## src/rtl/pulse_monitor_pkg.sv

```systemverilog
// pulse_monitor_pkg
//   Shared types, default widths and the saturating-increment helper used by
//   pulse_monitor and its result register.
//   Contents:
//     pm_state_e - monitor FSM state (ST_IDLE / ST_HIGH)
//     CNT_W_DEF  - default rising-edge counter width
//     LEN_W_DEF  - default pulse-length width
//     sat_inc()  - width-generic saturating increment (widths up to 32)
package pulse_monitor_pkg;

  typedef enum logic {
    ST_IDLE = 1'b0,
    ST_HIGH = 1'b1
  } pm_state_e;

  localparam int unsigned CNT_W_DEF = 32'd8;
  localparam int unsigned LEN_W_DEF = 32'd8;

  // Increment val, holding at the all-ones value of a 'width'-bit field.
  // Callers zero-extend their operand and size-cast the result back.
  function automatic logic [31:0] sat_inc(input logic [31:0] val,
                                          input int unsigned width);
    logic [31:0] max_v;
    max_v = (32'd1 << width) - 32'd1;
    if (val >= max_v) begin
      sat_inc = max_v;
    end else begin
      sat_inc = val + 32'd1;
    end
  endfunction

endpackage

```

## src/rtl/pm_result_reg.sv

```systemverilog
// pm_result_reg
//   One-entry valid/ready holding register for measured pulse lengths.
//   A load while the entry is free (or being drained this cycle) captures the
//   new value; a load into a full entry is dropped and sets the sticky
//   overrun flag. clr empties the entry, zeroes the data and clears overrun;
//   a load coinciding with clr is discarded.
//   Ports:
//     clk, rst     - clock, synchronous active-high reset
//     clr          - synchronous soft clear
//     load         - a completed measurement is offered
//     load_data    - the offered measurement
//     ready        - downstream accepts the held entry
//     data, valid  - held entry and its valid flag (registered)
//     overrun      - sticky: an offered measurement was dropped (registered)
module pm_result_reg #(
  parameter int unsigned W = 32'd8
) (
  input  logic         clk,
  input  logic         rst,
  input  logic         clr,
  input  logic         load,
  input  logic [W-1:0] load_data,
  input  logic         ready,
  output logic [W-1:0] data,
  output logic         valid,
  output logic         overrun
);

  logic [W-1:0] data_r;
  logic         valid_r;
  logic         overrun_r;
  logic         xfer_s;

  assign xfer_s = valid_r && ready;

  // Holding register: clear dominates, then load, then drain.
  always_ff @(posedge clk) begin
    if (rst) begin
      data_r    <= {W{1'b0}};
      valid_r   <= 1'b0;
      overrun_r <= 1'b0;
    end else if (clr) begin
      data_r    <= {W{1'b0}};
      valid_r   <= 1'b0;
      overrun_r <= 1'b0;
    end else if (load) begin
      if (!valid_r || xfer_s) begin
        data_r  <= load_data;
        valid_r <= 1'b1;
      end else begin
        overrun_r <= 1'b1;
      end
    end else if (xfer_s) begin
      valid_r <= 1'b0;
    end
  end

  assign data    = data_r;
  assign valid   = valid_r;
  assign overrun = overrun_r;

endmodule

```

## src/rtl/pulse_monitor.sv

```systemverilog
// pulse_monitor
//   Samples y_in every clock, counts rising edges and measures the high time
//   of each completed pulse, offering each length over valid/ready.
//   Optional feature macro: PULSE_MONITOR_MAXLEN_EN builds the longest-pulse
//   tracker; without it max_len is tied to zero (ports unchanged).
//   Ports:
//     clk, rst   - clock, synchronous active-high reset
//     y_in       - monitored signal, synchronous to clk
//     clr        - soft clear of statistics and the result register
//     edge_cnt   - saturating rising-edge count
//     len_data   - held pulse length, len_valid its valid flag
//     len_ready  - downstream accepts len_data
//     overrun    - sticky: a completed pulse was dropped
//     max_len    - longest pulse since reset/clr (zero when feature disabled)
module pulse_monitor
  import pulse_monitor_pkg::*;
#(
  parameter int unsigned CNT_W = CNT_W_DEF,
  parameter int unsigned LEN_W = LEN_W_DEF
) (
  input  logic             clk,
  input  logic             rst,
  input  logic             y_in,
  input  logic             clr,
  output logic [CNT_W-1:0] edge_cnt,
  output logic [LEN_W-1:0] len_data,
  output logic             len_valid,
  input  logic             len_ready,
  output logic             overrun,
  output logic [LEN_W-1:0] max_len
);

  pm_state_e        state_r;
  pm_state_e        state_nxt_s;
  logic [LEN_W-1:0] run_len_r;
  logic [LEN_W-1:0] run_len_nxt_s;
  logic [CNT_W-1:0] edge_cnt_r;
  logic             rise_s;
  logic             complete_s;

  // Next-state, run-length update and edge/completion strobes.
  always_comb begin
    state_nxt_s   = state_r;
    run_len_nxt_s = run_len_r;
    rise_s        = 1'b0;
    complete_s    = 1'b0;
    case (state_r)
      ST_IDLE: begin
        if (y_in) begin
          state_nxt_s   = ST_HIGH;
          run_len_nxt_s = LEN_W'(1'b1);
          rise_s        = 1'b1;
        end else begin
          state_nxt_s = ST_IDLE;
        end
      end
      ST_HIGH: begin
        if (y_in) begin
          run_len_nxt_s = LEN_W'(sat_inc(32'(run_len_r), LEN_W));
        end else begin
          state_nxt_s = ST_IDLE;
          complete_s  = 1'b1;
        end
      end
      default: begin
        state_nxt_s = ST_IDLE;
      end
    endcase
  end

  // FSM and run-length registers; clr deliberately leaves these alone so a
  // pulse straddling clr is still measured in full.
  always_ff @(posedge clk) begin
    if (rst) begin
      state_r   <= ST_IDLE;
      run_len_r <= {LEN_W{1'b0}};
    end else begin
      state_r   <= state_nxt_s;
      run_len_r <= run_len_nxt_s;
    end
  end

  // Saturating rising-edge counter; an edge coinciding with clr counts as 1.
  always_ff @(posedge clk) begin
    if (rst) begin
      edge_cnt_r <= {CNT_W{1'b0}};
    end else if (clr) begin
      edge_cnt_r <= rise_s ? CNT_W'(1'b1) : {CNT_W{1'b0}};
    end else if (rise_s) begin
      edge_cnt_r <= CNT_W'(sat_inc(32'(edge_cnt_r), CNT_W));
    end
  end

  assign edge_cnt = edge_cnt_r;

  // run_len_r still holds the finished pulse's length on the completion cycle.
  pm_result_reg #(
    .W (LEN_W)
  ) u_result (
    .clk       (clk),
    .rst       (rst),
    .clr       (clr),
    .load      (complete_s),
    .load_data (run_len_r),
    .ready     (len_ready),
    .data      (len_data),
    .valid     (len_valid),
    .overrun   (overrun)
  );

`ifdef PULSE_MONITOR_MAXLEN_EN
  logic [LEN_W-1:0] max_len_r;

  // Longest-pulse tracker; dropped pulses still count, clr-coincident ones do not.
  always_ff @(posedge clk) begin
    if (rst) begin
      max_len_r <= {LEN_W{1'b0}};
    end else if (clr) begin
      max_len_r <= {LEN_W{1'b0}};
    end else if (complete_s && (run_len_r > max_len_r)) begin
      max_len_r <= run_len_r;
    end
  end

  assign max_len = max_len_r;
`else
  assign max_len = {LEN_W{1'b0}};
`endif

endmodule
```

## config.mk

```make
export PLATFORM = sky130hd
export DESIGN_NAME = pulse_monitor
export DESIGN_NICKNAME = d
export VERILOG_FILES = /design/src/rtl/pulse_monitor_pkg.sv /design/src/rtl/pm_result_reg.sv /design/src/rtl/pulse_monitor.sv
export SDC_FILE = /design/constraint.sdc
export NUM_CORES = 1
export LEC_CHECK = 0
export ABC_CLOCK_PERIOD_IN_PS = 1300
export BUFFER_PORTS_ARGS = -buffer_cell sky130_fd_sc_hd__buf_2
export CAP_MARGIN = 20
export CORE_AREA = 2 2 56 58
export DETAILED_ROUTE_END_ITERATION = 16
export DIE_AREA = 0 0 58 60
export PLACE_DENSITY = 0.8
export SYNTH_ARGS = -nofsm -noshare
export SYNTH_HDL_FRONTEND = slang
export SYNTH_SLANG_ARGS = --single-unit
export TNS_END_PERCENT = 30
```

## constraint.sdc

```tcl
create_clock -name clk -period 1.3 [get_ports clk]
set_input_delay 0.13 -clock clk [delete_from_list [all_inputs] [get_ports clk]]
set_output_delay 0.13 -clock clk [all_outputs]
set_load 0.05 [all_outputs]
```

==> metrics <==
DR vias 1154; CTS tree yes; clock tree buffer depth 2; CTS Hold Bufs 0; Reg2Reg Setup Slack 0.02 ns; Max rail drop VDD 577 µV; Synth Cell Area 0.00128 mm²; num rows 20; number of synthesized flops with an enable pin 0; antenna violations before repair 0; CTS buffer count 3; Hold Startpoint rst; DPL Wire Length 2.11 mm; Seq cells post-synth 27; Post-CTS Resized 0; Pins Over Slew Limit 0; Die H 60 µm; Yosys warnings 0; die area 0.00348 mm²; core area 0.00290 mm²; Crit. End Element flip-flop; Sw Ratio 0.281; Pre-Repair DR Iteration Count 4; # port buffers 22; DRC 0; CP startpoint kind flip-flop; static leakage power 0.000597 µW; largest net degree at the start of global routing 18; reg2reg end edge_cnt[3]; Sequential Power Share 0.612; Synth top area share 0.423; ANT cells 0; CP Data Arrival Time 1.53 ns; final WL 2.79 mm; Hold WS 0.0375 ns; first-pass GRT wire length 4.45 mm; postcts setup bufs 0; CTS Sinks 27; Clock transition at path regs 0.15 ns; via density per instance 5.71; Mean Syn Cell Area 8.94 µm²; Synth async-reset ratio 0; vias in the first global route 1035; slew margin rel. 0.646; layout cells sized above 1 0.325; area delta synth->final 17.4%; Clk pwr share 0.276; Switch Pwr 387 µW; detailed-route wire length per cell 13.8 µm; GP Congestion 0.833; worst-path fanout max 7; Max-cap violations 0; fin nets 177; final setup vio count 0; outcome finished clean; internal power 992 µW; Worst-Margin Slew 0.530 ns; pwr/cell area 919 mW/mm²; Finished Core Util 0.517; Main synth FF type dfxtp_1; worst skew pair latency 0.34 ns; htree depth 1; Synth top cells by count dfxtp_1 (27), a21oi_1 (17), o21ai_0 (10); area leader, netlist dfxtp_1; logic gate share of total power 0.113; hold path endpoint state_r; Crit Path Class reg2reg; Crit path required time 1.55 ns; Hold Path Depth 2; clock skew 0.00885 ns; Tmin final 1.28 ns; Root Driver clkbuf_4; sequential-to-total area share from yosys stat 0.423; min-delay worst type in2reg; All-Layer GR Usage 0.165; # IOs 31; Starting Density 0.441; RR Startpoint edge_cnt[3]; count leader, synth dfxtp_1; final worst-path cycle share 0.982; Synth cell types 37; worst reg-to-reg path cell count 3; final hold vios 0; RSZ-0062 raised after global routing true; maximum operating frequency 784 MHz; Post-DRT Antenna Nets 0; gr ovfl total 0; Area contributors post-synth dfxtp_1 (42%), a21oi_1 (6.7%), buf_4 (4.7%), a211oi_1 (4.1%), o21ai_0 (3.9%); Synth Instances 143; Iter 0 DRT Violations 78; Die W 58 µm
## power by group through the flow
stage | clock [µW] | sequential [µW] | combinational, µW
floorplan | 0 | 877 | 119
global placement | 0 | 859 | 148
detailed placement | 0 | 860 | 153
CTS | 397 | 842 | 153
global route | 416 | 845 | 166
finish | 380 | 844 | 155
## critical path, cell delays in order, from the launching register on
cell and delay, ns:
dfxtp_2 0.41, and4_4 0.26, nand4_2 0.21, a211oi_1 0.30
## layer usage
layer / up-vias / track usage / part of all wire
met5: - / 0 / 0
met4: 0 / 0.0698 / 0.019
met3: 5 / 0.0260 / 0.047
met2: 34 / 0.297 / 0.50
met1: 541 / 0.194 / 0.43
li1: 574 / - / -
## area by class of cell
class	count	area, µm²
clock buffer	3	22.5
inverter	1	3.75
sequential	27	558
tap	33	41.3
timing repair buffer	30	170
fill	275	1400
clock inverter	1	6.26
multi-input combinational	107	699
## worst max path at each step
stage,startpoint,endpoint,slack [ns],cells past startpoint
detailed placement,state_r,edge_cnt[3],0.02,3
global route,edge_cnt[3],edge_cnt[3],-0.03,3
global placement,edge_cnt[0],edge_cnt[4],0.09,4
CTS,state_r,edge_cnt[3],0.0005,3
finish,edge_cnt[3],edge_cnt[3],0.02,3
floorplan,edge_cnt[0],edge_cnt[4],-0.02,5
## sequential cells by signal (all words and copies together), names as in the netlist
| signal | count |
|---|---|
| u_result.valid | 1 |
| u_result.overrun | 1 |
| u_result.data | 8 |
| edge_cnt | 8 |
| state_r | 1 |
| run_len_r | 8 |
## placed cells by master (no fill, tap or decap), types with 2 or more instances in the layout
cell type | synthesis | routed
dfxtp_4 | 0 | 3
and4_1 | 3 | 3
nor2b_1 | 4 | 3
nand4_1 | 2 | 2
conb_1 | 1 | 8
o21ai_0 | 10 | 10
and2_1 | 4 | 3
a21oi_1 | 17 | 17
buf_4 | 8 | 8
o21bai_1 | 2 | 2
nor2_1 | 6 | 6
and3_1 | 4 | 4
dfxtp_2 | 0 | 5
nand3_1 | 9 | 8
buf_2 | 2 | 22
a31oi_1 | 7 | 7
nand2b_1 | 3 | 3
and4_4 | 2 | 2
a311oi_1 | 3 | 3
a211oi_2 | 1 | 3
a211oi_1 | 7 | 5
o31ai_1 | 2 | 2
dfxtp_1 | 27 | 19
clkbuf_4 | 0 | 3
nand2_1 | 2 | 2
## logic make-up after synthesis
| family | share of synthesized area |
|---|---|
| AO/OA/AOI/OAI | 0.242 |
| adder cells (fa/ha/maj) | 0.0196 |
| buffers and inverters | 0.0793 |
| flip-flops | 0.423 |
| other | 0.00293 |
| AND/OR/NAND/NOR | 0.234 |
## per-stage QoR
stage / instance area (µm²) / worst slack, ns / total power (µW) / TNS (ns) / std cells
2_1_floorplan: 1320 / -0.0203 / 995 / -0.0203 / 150
3_3_place_gp: 1440 / 0.0937 / 1010 / 0 / 198
3_5_place_dp: 1440 / 0.0196 / 1010 / 0 / 198
4_1_cts: 1470 / 0.000504 / 1390 / 0 / 202
5_1_grt: 1500 / -0.0275 / 1430 / -0.0296 / 202
6_report: 1500 / 0.0237 / 1380 / 0 / 202
(Power assumes the default switching activity.)
